**src/rtl/clk_div_pkg.sv**
```systemverilog
// Shared constants, channel-index width helper and per-channel state record
// for the multi-channel clock divider.
package clk_div_pkg;

  localparam int DIV_RESET_DEFAULT = 16;
  localparam int DIV_W_DEFAULT     = 16;

  function automatic int ch_idx_w(input int n);
    return (n > 1) ? $clog2(n) : 1;
  endfunction

  // Record layout at the default ratio width; channels re-declare it at their own DIV_W.
  typedef struct packed {
    logic [DIV_W_DEFAULT-1:0] cnt;
    logic [DIV_W_DEFAULT-1:0] active_div;
    logic [DIV_W_DEFAULT-1:0] pending_div;
    logic                     pending;
  } chan_state_t;

endpackage

```
**src/rtl/clk_div_chan.sv**
```systemverilog
// One divider channel: modulo-D counter, near-50% duty level, deferred ratio
// update at the terminal edge, and LOCKED tracking.
module clk_div_chan
  import clk_div_pkg::*;
#(
  parameter int DIV_W     = DIV_W_DEFAULT,
  parameter int DIV_RESET = DIV_RESET_DEFAULT
) (
  input  logic             CLKIN,
  input  logic             RST_N,
  input  logic             sync_i,
  input  logic             wr_i,
  input  logic [DIV_W-1:0] div_i,
  output logic             ce_o,
  output logic             clk_o,
  output logic             locked_o
);

  typedef struct packed {
    logic [DIV_W-1:0] cnt;
    logic [DIV_W-1:0] active_div;
    logic [DIV_W-1:0] pending_div;
    logic             pending;
  } state_t;

  state_t st_q, st_d;
  logic   ce_q, ce_d;
  logic   clk_q, clk_d;
  logic   locked_q, locked_d;
  logic   run_q, run_d;
  logic   terminal;

  function automatic logic [DIV_W:0] high_len(input logic [DIV_W-1:0] d);
    return ({1'b0, d} + (DIV_W+1)'(1)) >> 1;
  endfunction

  assign terminal = (st_q.cnt == st_q.active_div - DIV_W'(1));

  always_comb begin
    st_d     = st_q;
    ce_d     = 1'b0;
    clk_d    = clk_q;
    locked_d = locked_q;
    run_d    = run_q;
    if (sync_i) begin
      st_d.cnt = '0;
      run_d    = 1'b0;
      clk_d    = 1'b0;
      if (wr_i) begin
        st_d.active_div = div_i;
        st_d.pending    = 1'b0;
        locked_d        = 1'b0;
      end else if (st_q.pending) begin
        st_d.active_div = st_q.pending_div;
        st_d.pending    = 1'b0;
      end
    end else begin
      if (terminal) begin
        st_d.cnt = '0;
        ce_d     = 1'b1;
        clk_d    = 1'b1;
        run_d    = 1'b1;
        // The period that starts on a ratio switch must complete before LOCKED returns.
        if (st_q.pending) begin
          st_d.active_div = st_q.pending_div;
          st_d.pending    = 1'b0;
        end else begin
          locked_d = 1'b1;
        end
      end else begin
        st_d.cnt = st_q.cnt + DIV_W'(1);
        clk_d    = run_q && (({1'b0, st_q.cnt} + (DIV_W+1)'(1)) < high_len(st_q.active_div));
      end
      if (wr_i) begin
        st_d.pending_div = div_i;
        st_d.pending     = 1'b1;
        locked_d         = 1'b0;
      end
    end
  end

  always_ff @(posedge CLKIN or negedge RST_N) begin
    if (!RST_N) begin
      st_q     <= '{cnt: '0, active_div: DIV_W'(DIV_RESET), pending_div: '0, pending: 1'b0};
      ce_q     <= 1'b0;
      clk_q    <= 1'b0;
      locked_q <= 1'b0;
      run_q    <= 1'b0;
    end else begin
      st_q     <= st_d;
      ce_q     <= ce_d;
      clk_q    <= clk_d;
      locked_q <= locked_d;
      run_q    <= run_d;
    end
  end

  assign ce_o     = ce_q;
  assign clk_o    = clk_q;
  assign locked_o = locked_q;

endmodule

```
**src/rtl/clk_div_gen.sv**
```systemverilog
// Multi-channel programmable clock divider: write decode, error flag and
// SYNC fan-out around NUM_CH independent divider channels.
module clk_div_gen
  import clk_div_pkg::*;
#(
  parameter int NUM_CH    = 4,
  parameter int DIV_W     = DIV_W_DEFAULT,
  parameter int DIV_RESET = DIV_RESET_DEFAULT
) (
  input  logic                        CLKIN,
  input  logic                        RST_N,
  input  logic                        SYNC,
  input  logic                        CFG_WE,
  input  logic [ch_idx_w(NUM_CH)-1:0] CFG_CH,
  input  logic [DIV_W-1:0]            CFG_DIV,
  output logic                        CFG_ERR,
  output logic [NUM_CH-1:0]           CE_OUT,
  output logic [NUM_CH-1:0]           CLK_OUT,
  output logic [NUM_CH-1:0]           LOCKED
);

  localparam int CH_W = ch_idx_w(NUM_CH);

  logic accept;
  logic err_q, err_d;

  assign accept = CFG_WE && (32'(CFG_CH) < 32'(NUM_CH)) && (CFG_DIV != '0);
  assign err_d  = CFG_WE && !accept;

  always_ff @(posedge CLKIN or negedge RST_N) begin
    if (!RST_N) begin
      err_q <= 1'b0;
    end else begin
      err_q <= err_d;
    end
  end

  assign CFG_ERR = err_q;

  for (genvar i = 0; i < NUM_CH; i++) begin : g_ch
    clk_div_chan #(
      .DIV_W     (DIV_W),
      .DIV_RESET (DIV_RESET)
    ) u_chan (
      .CLKIN    (CLKIN),
      .RST_N    (RST_N),
      .sync_i   (SYNC),
      .wr_i     (accept && (CFG_CH == CH_W'(i))),
      .div_i    (CFG_DIV),
      .ce_o     (CE_OUT[i]),
      .clk_o    (CLK_OUT[i]),
      .locked_o (LOCKED[i])
    );
  end

endmodule
```
**config.mk**
```make
export PLATFORM = sky130hd
export DESIGN_NAME = clk_div_gen
export DESIGN_NICKNAME = d
export VERILOG_FILES = /design/src/rtl/clk_div_pkg.sv /design/src/rtl/clk_div_chan.sv /design/src/rtl/clk_div_gen.sv
export SDC_FILE = /design/constraint.sdc
export NUM_CORES = 1
export LEC_CHECK = 0
export CAP_MARGIN = 0
export CORE_MARGIN = 2
export CORE_UTILIZATION = 50
export CTS_CLUSTER_SIZE = 30
export DETAILED_ROUTE_END_ITERATION = 6
export PLACE_DENSITY_LB_ADDON = 0.05
export SYNTH_ARGS = -nofsm -noshare
export SYNTH_HDL_FRONTEND = slang
export SYNTH_SLANG_ARGS = --single-unit
```
**constraint.sdc**
```tcl
create_clock -name CLKIN -period 3.2 [get_ports CLKIN]
set_clock_uncertainty 0.15 [all_clocks]
set_input_delay 0.8 -clock CLKIN [delete_from_list [all_inputs] [get_ports CLKIN]]
set_output_delay 0.8 -clock CLKIN [all_outputs]
set_load 0.02 [all_outputs]
```
After elaboration in Yosys (flattened, before gate mapping)
Index checks and enable logic that the tools add are counted.
{ "totals": {"regBits": 213, "word_cells": 178, "out_inout_bits": 13, "inputBits": 22} }
{ "classes": {"n_reduce_logical": 33, "order_cmp": 4, "addsub": 16, "n_eq_ne": 15, "bitwise_logic": 1, "n_mux": 76} }
{ "ops": {"columns": ["operator", "n"], "rows": [
  ["16-bit 2-to-1 mux", 16],
  ["16-bit by 1-bit adder with 17-bit output (second input constant)", 8],
  ["32-bit 2-to-1 mux", 4],
  ["17-bit by 16-bit less-than comparator with 1-bit output", 4],
  ["16-bit by 1-bit adder with 16-bit output (second input constant)", 4],
  ["16-bit == test", 4],
  ["16-bit by 1-bit subtractor with 16-bit output (second input constant)", 4],
  ["1-bit 2-to-1 mux", 56],
  ["2-bit by 1-bit != test with 1-bit output (second input constant)", 8],
  ["16-bit nonzero test", 1],
  ["2-bit nonzero test", 8],
  ["3-bit AND reduction", 4],
  ["3-bit nonzero test", 4],
  ["1-bit logical AND", 10],
  ["2-bit AND reduction", 4],
  ["2-bit == test (second input constant)", 2],
  ["2-bit by 1-bit == test with 1-bit output (second input constant)", 1],
  ["2-bit zero test", 1],
  ["1-bit zero test", 1],
  ["1-bit NOT", 1]
]} }

Depth between registers and ports, before layout
{ "logic_depth": {"word_depth": 5, "ltp_mapped": 15, "mapped_depth_nobuf": 14} }

By module
From an unflattened synthesis, not the netlist that was laid out.
{ "hier_totals": {"cells_unflattened": 1770, "area_unflattened_um2": 16030.4} }
{ "modules_own_cells": {"columns": ["mod", "cells_each", "area_each_um2", "seq_area_each_um2", "instances"], "rows": [
  ["clk_div_chan at g_ch[0].u_chan ...", 445, 3981.3, 1327.5, 3],
  ["clk_div_chan at g_ch[1].u_chan", 423, 3978.8, 1327.5, 1],
  ["clk_div_gen", 12, 107.6, 25.0, 1]
]} }

Least setup slack after synthesis
Ideal clock, no wire load.
{ "synth_path": {"path_kind": "register -> register", "start": "reg g_ch[1].u_chan.st_q[19] in the netlist's numbering", "end": "reg g_ch[1].u_chan.clk_q", "arrival_ps": 3216, "setup_slack_ps": -245, "stages_incl_launch_ff": 16, "setup_ps": 78, "t_required_ps": 2972, "period_less_slack_ps": 3445, "path_buffers": 1, "cell_sequence": "dfrtp_1 > clkbuf_1 > and3_1 > and3_1 > nand2_1 > nor2_1 > and4_1 > nand2_1 > xor2_1 > ha_1 > and4_1 > a221o_1 > a21oi_1 > o21ai_0 > a2111o_1 > a21oi_1"} }
{ "synth_between": {"elab_chain_len": 5, "word_cells_on_any_way": 7, "cone_classes": "add/sub: 2; order compare: 1; eq/ne: 1; mux: 2; reduce/logical: 1"} }
{ "synth_lines": {"columns": ["element", "line", "text"], "rows": [
  ["start, declared", "clk_div_chan.sv:26", "state_t st_q, st_d;"],
  ["start signal, assigned", "clk_div_chan.sv:84", "st_q <= '{cnt: '0, active_div: DIV_W'(DIV_RESET), pending_div: '0, pending: 1'b0};"],
  ["start signal, assigned", "clk_div_chan.sv:90", "st_q <= st_d;"],
  ["16-bit by 1-bit adder with 17-bit output", "clk_div_chan.sv:34", "return ({1'b0, d} + (DIV_W+1)'(1)) >> 1;"],
  ["17-bit by 16-bit less-than comparator with 1-bit output", "clk_div_chan.sv:72", "clk_d = run_q && (({1'b0, st_q.cnt} + (DIV_W+1)'(1)) < high_len(st_q.active_div));"],
  ["1-bit logical AND", "clk_div_chan.sv:72", null],
  ["1-bit 2-to-1 mux *", "clk_div_chan.sv:58", "if (terminal) begin"],
  ["1-bit 2-to-1 mux *", "clk_div_chan.sv:45", "if (sync_i) begin"],
  ["named net g_ch[1].u_chan.clk_d", "clk_div_chan.sv:28", "logic clk_q, clk_d;"],
  ["end signal, assigned", "clk_div_chan.sv:92", "clk_q <= clk_d;"],
  ["end, declared", "clk_div_chan.sv:28", null]
]} }
The timed path passes the listed nets; every way through them passes the cells marked *.
A chain may end at the register's enable or synchronous reset.

Worst setup path after layout
{ "layout_path": {"start": "reg g_ch[1].u_chan.st_q[21] in the netlist's numbering", "end": "reg g_ch[1].u_chan.clk_q"} }
The elaborated chain is that of the path after synthesis.

==> flow_metrics.py <==
metrics = {
    "flow_run": {
        "maxCapViolCount": 0,
    },
    "floorplanning": {
        "die_area_mm2": 0.0312,
        "dieWidth_um": 177,
        "pin_count": 35,
        "num_rows": 63,
        "floorplan.initialDensity_pct": 50.6,
        "core_mm2": 0.0295,
        "dieHeight_um": 177,
    },
    "worst_hold_path": {
        "hold_class": "input port to asynchronous set/reset pin",
    },
    "setup_path": {
        "cp_top_family": "compound AO/OA/AOI/OAI gates",
        "slowest_stage": "dfstp_2",
        "path_cells": "and3_4, and3_4, nand2_4, nor2_4, and4_1, nand2_1, xor2_1, ha_1, and4_1, a221o_1, a21oi_2, o21ai_1, a2111o_1, a21oi_2",
        "worst-path-buf-inv": 0,
        "critical_path.max_fanout": 2,
        "worstPathRequired_ns": 3.51,
        "worst_setup_path_start_kind": "flop",
        "worstPathArrival_ns": 3.62,
        "max_stage_delay_ns": 0.54,
        "path_class": "flop to flop",
        "endpoint_kind": "flop",
    },
    "power": {
        "peakVddDrop_mv": 0.417,
        "p_total_mw": 9.46,
        "leakage_nw": 7.68,
        "p_per_area_mw_per_mm2": 524,
    },
    "clocking": {
        "tritoncts": "done",
        "cts_root_buf": "clkbuf_16",
        "path_clk_slew_ns": 0.06,
        "clk_latency_ns": 0.55,
        "htree_num_levels": 1,
        "numClockSinks": 213,
        "cts_made_buffers": 26,
        "cts_max_path_buffers": 3,
    },
    "timing": {
        "period_share_pct": 103,
        "maxSlewHeadroom_pct": 31.5,
        "drv_slew": 0,
        "fin_crit_ns": 3.30,
        "max_freq_mhz": 303,
        "final-hold-violation-count": 0,
        "max_slew.worst_pin.slew_ns": 1.03,
        "rsz0062_at_grt": "yes",
        "setup_violations": 1,
        "tns_ns": -0.104,
        "setup_slack_ns": -0.104,
        "whs_ns": 0.0418,
    },
    "detailed_routing": {
        "num_vias": 12500,
        "drt-initial-drc-count": 785,
        "dr.pass1.iters": 5,
        "drt.antenna.violating_nets": 0,
        "drc": 0,
        "viasPerCell": 5.71,
        "drt-total-wl_um": 39000,
        "wl_per_cell_um": 17.8,
    },
    "finish": {
        "antenna_cells": 0,
        "fin_nets": 1879,
        "drive_gt1_share_pct": 19.4,
        "fillCellCount": 2588,
        "final_cell_mix": "dfrtp_1 (208), buf_4 (174), nand2_1 (154), xnor2_1 (110), nor2_1 (110)",
        "postLayoutCellArea_mm2": 0.0180,
        "final_cells": 2195,
        "mostFrequentLayoutCell": "dfrtp_1",
        "syn_to_final_growth_pct": 21.0,
    },
    "placed_design": {
        "hpwl_um": 28300,
        "io_buffers": 34,
        "dpl_cell_area_mm2": 0.0167,
        "dp.cells": 2142,
        "gp_congestion": 0.872,
    },
    "global_routing": {
        "grt_pass1_wl_um": 64600,
        "grt_pass1_vias": 12400,
        "grt_usage_pct": 25.4,
        "overflow": 0,
        "antenna_found_initial": 0,
        "grt_max_degree": 73,
    },
    "yosys": {
        "synth_area_mm2": 0.0149,
        "synth_cell_type_count": 79,
        "synth_warnings": 0,
        "synth-edff-count": 0,
        "ys_seq_area_share_pct": 35.8,
        "synth-seq-cells": 213,
        "yosys_most_used_dff": "dfrtp_1",
        "synth_cells": 1684,
        "synth_area_per_cell_um2": 8.86,
        "synthesis.nets": 1778,
        "synthArstFlopShare_pct": 100,
    },
    "outcome": {
        "violations": "setup timing",
        "status": "finished, violations left",
    },
}
## synth_stat cells (all sizes together), types with 33 or more instances
cell type / number / area share (%)
dfrtp: 209 / 35
nand2: 155 / 3.9
nor2: 116 / 2.9
clkbuf: 115 / 3.0
xnor2: 110 / 6.5
nand3: 78 / 2.6
xor2: 75 / 4.4
ha: 72 / 6.0
o21ai: 58 / 2.0
nor2b: 53 / 2.2
mux2: 49 / 3.7
and2: 48 / 2.0
inv: 41 / 1.0
buf: 40 / 1.6
nor3: 37 / 1.2
a22oi: 33 / 1.7
## worst paths after layout
| path | to | cells after the start | startpoint | slack [ns] |
|---|---|---|---|---|
| min in group CLKIN | g_ch[1].u_chan.st_q[33] | 1 | g_ch[1].u_chan.st_q[33] | 0.33 |
| max reg2reg | g_ch[1].u_chan.clk_o | 14 | g_ch[1].u_chan.st_q[21] | -0.10 |
| max | g_ch[1].u_chan.clk_o | 14 | g_ch[1].u_chan.st_q[21] | -0.10 |
| min reg2reg | g_ch[1].u_chan.st_q[33] | 1 | g_ch[1].u_chan.st_q[33] | 0.33 |
| min | g_ch[2].u_chan.st_q[47] | 1 | RST_N | 0.04 |
| max in group asynchronous | g_ch[1].u_chan.st_q[21] | 2 | RST_N | 2.05 |
## kinds of logic (layout without fill, tap and decap cells)
logic type	count (synthesis)	in the layout	share of synthesized area, %
AO/OA/AOI/OAI	307	307	14.7
XOR/XNOR	185	185	10.9
adder cells (fa/ha/maj)	72	72	6.04
buffers and inverters	197	318	5.58
flip-flops	213	213	35.8
multiplexers	51	51	3.83
AND/OR/NAND/NOR	659	659	23.2
## flip-flops by register name (all words and copies together), names as in the netlist
signal	count
g_ch.u_chan.run_q	4
CFG_ERR	1
g_ch.u_chan.st_q	196
g_ch.u_chan.locked_o	4
g_ch.u_chan.ce_o	4
g_ch.u_chan.clk_o	4
## metrics by stage
| stage | util (%) | setup WS (ns) |
|---|---|---|
| detailed placement | 56.8 | -0.405 |
| global route | 61.2 | -0.263 |
| floorplan | - | -0.0542 |
| finish | 61.2 | -0.104 |
| global placement | 56.8 | -0.334 |
| CTS | 60.4 | -0.104 |
## repair_timing
item / 4_1_cts / 5_1_grt
buffers inserted: 1 / 3
pin swaps: 9 / 9
hold buffers: 0 / 0
gates cloned: 0 / 1
setup endpoints to repair: 2 / 143
hold endpoints to repair: 0 / 0
gates resized for setup: 6 / 40
## final cells by class
cell class / instances / area [um^2] / area share (%)
inverters: 42 / 158 / 0.874
multi-input cells: 1274 / 8970 / 49.7
well taps: 390 / 488 / 2.70
flip-flops and latches: 213 / 5340 / 29.6
repair buffers: 228 / 2040 / 11.3
clock buffers: 32 / 734 / 4.07
clock inverters: 16 / 317 / 1.75
## metal layers
layer	global-route usage, %	vias to the layer above	routed length (um)
met5	0	-	0
met4	8.23	0	1320
met3	2.92	59	1040
met2	43.0	183	18800
met1	34.0	6108	17900
li1	-	6193	-
## power by group
group	internal [mW]	total, mW	switching, mW	leakage, nW
Clock	2.35	3.57	1.22	0.518
Combinational	1.20	2.54	1.34	4.56
Sequential	3.05	3.36	0.309	2.60
No activity file was read; power rests on OpenSTA's default activity.
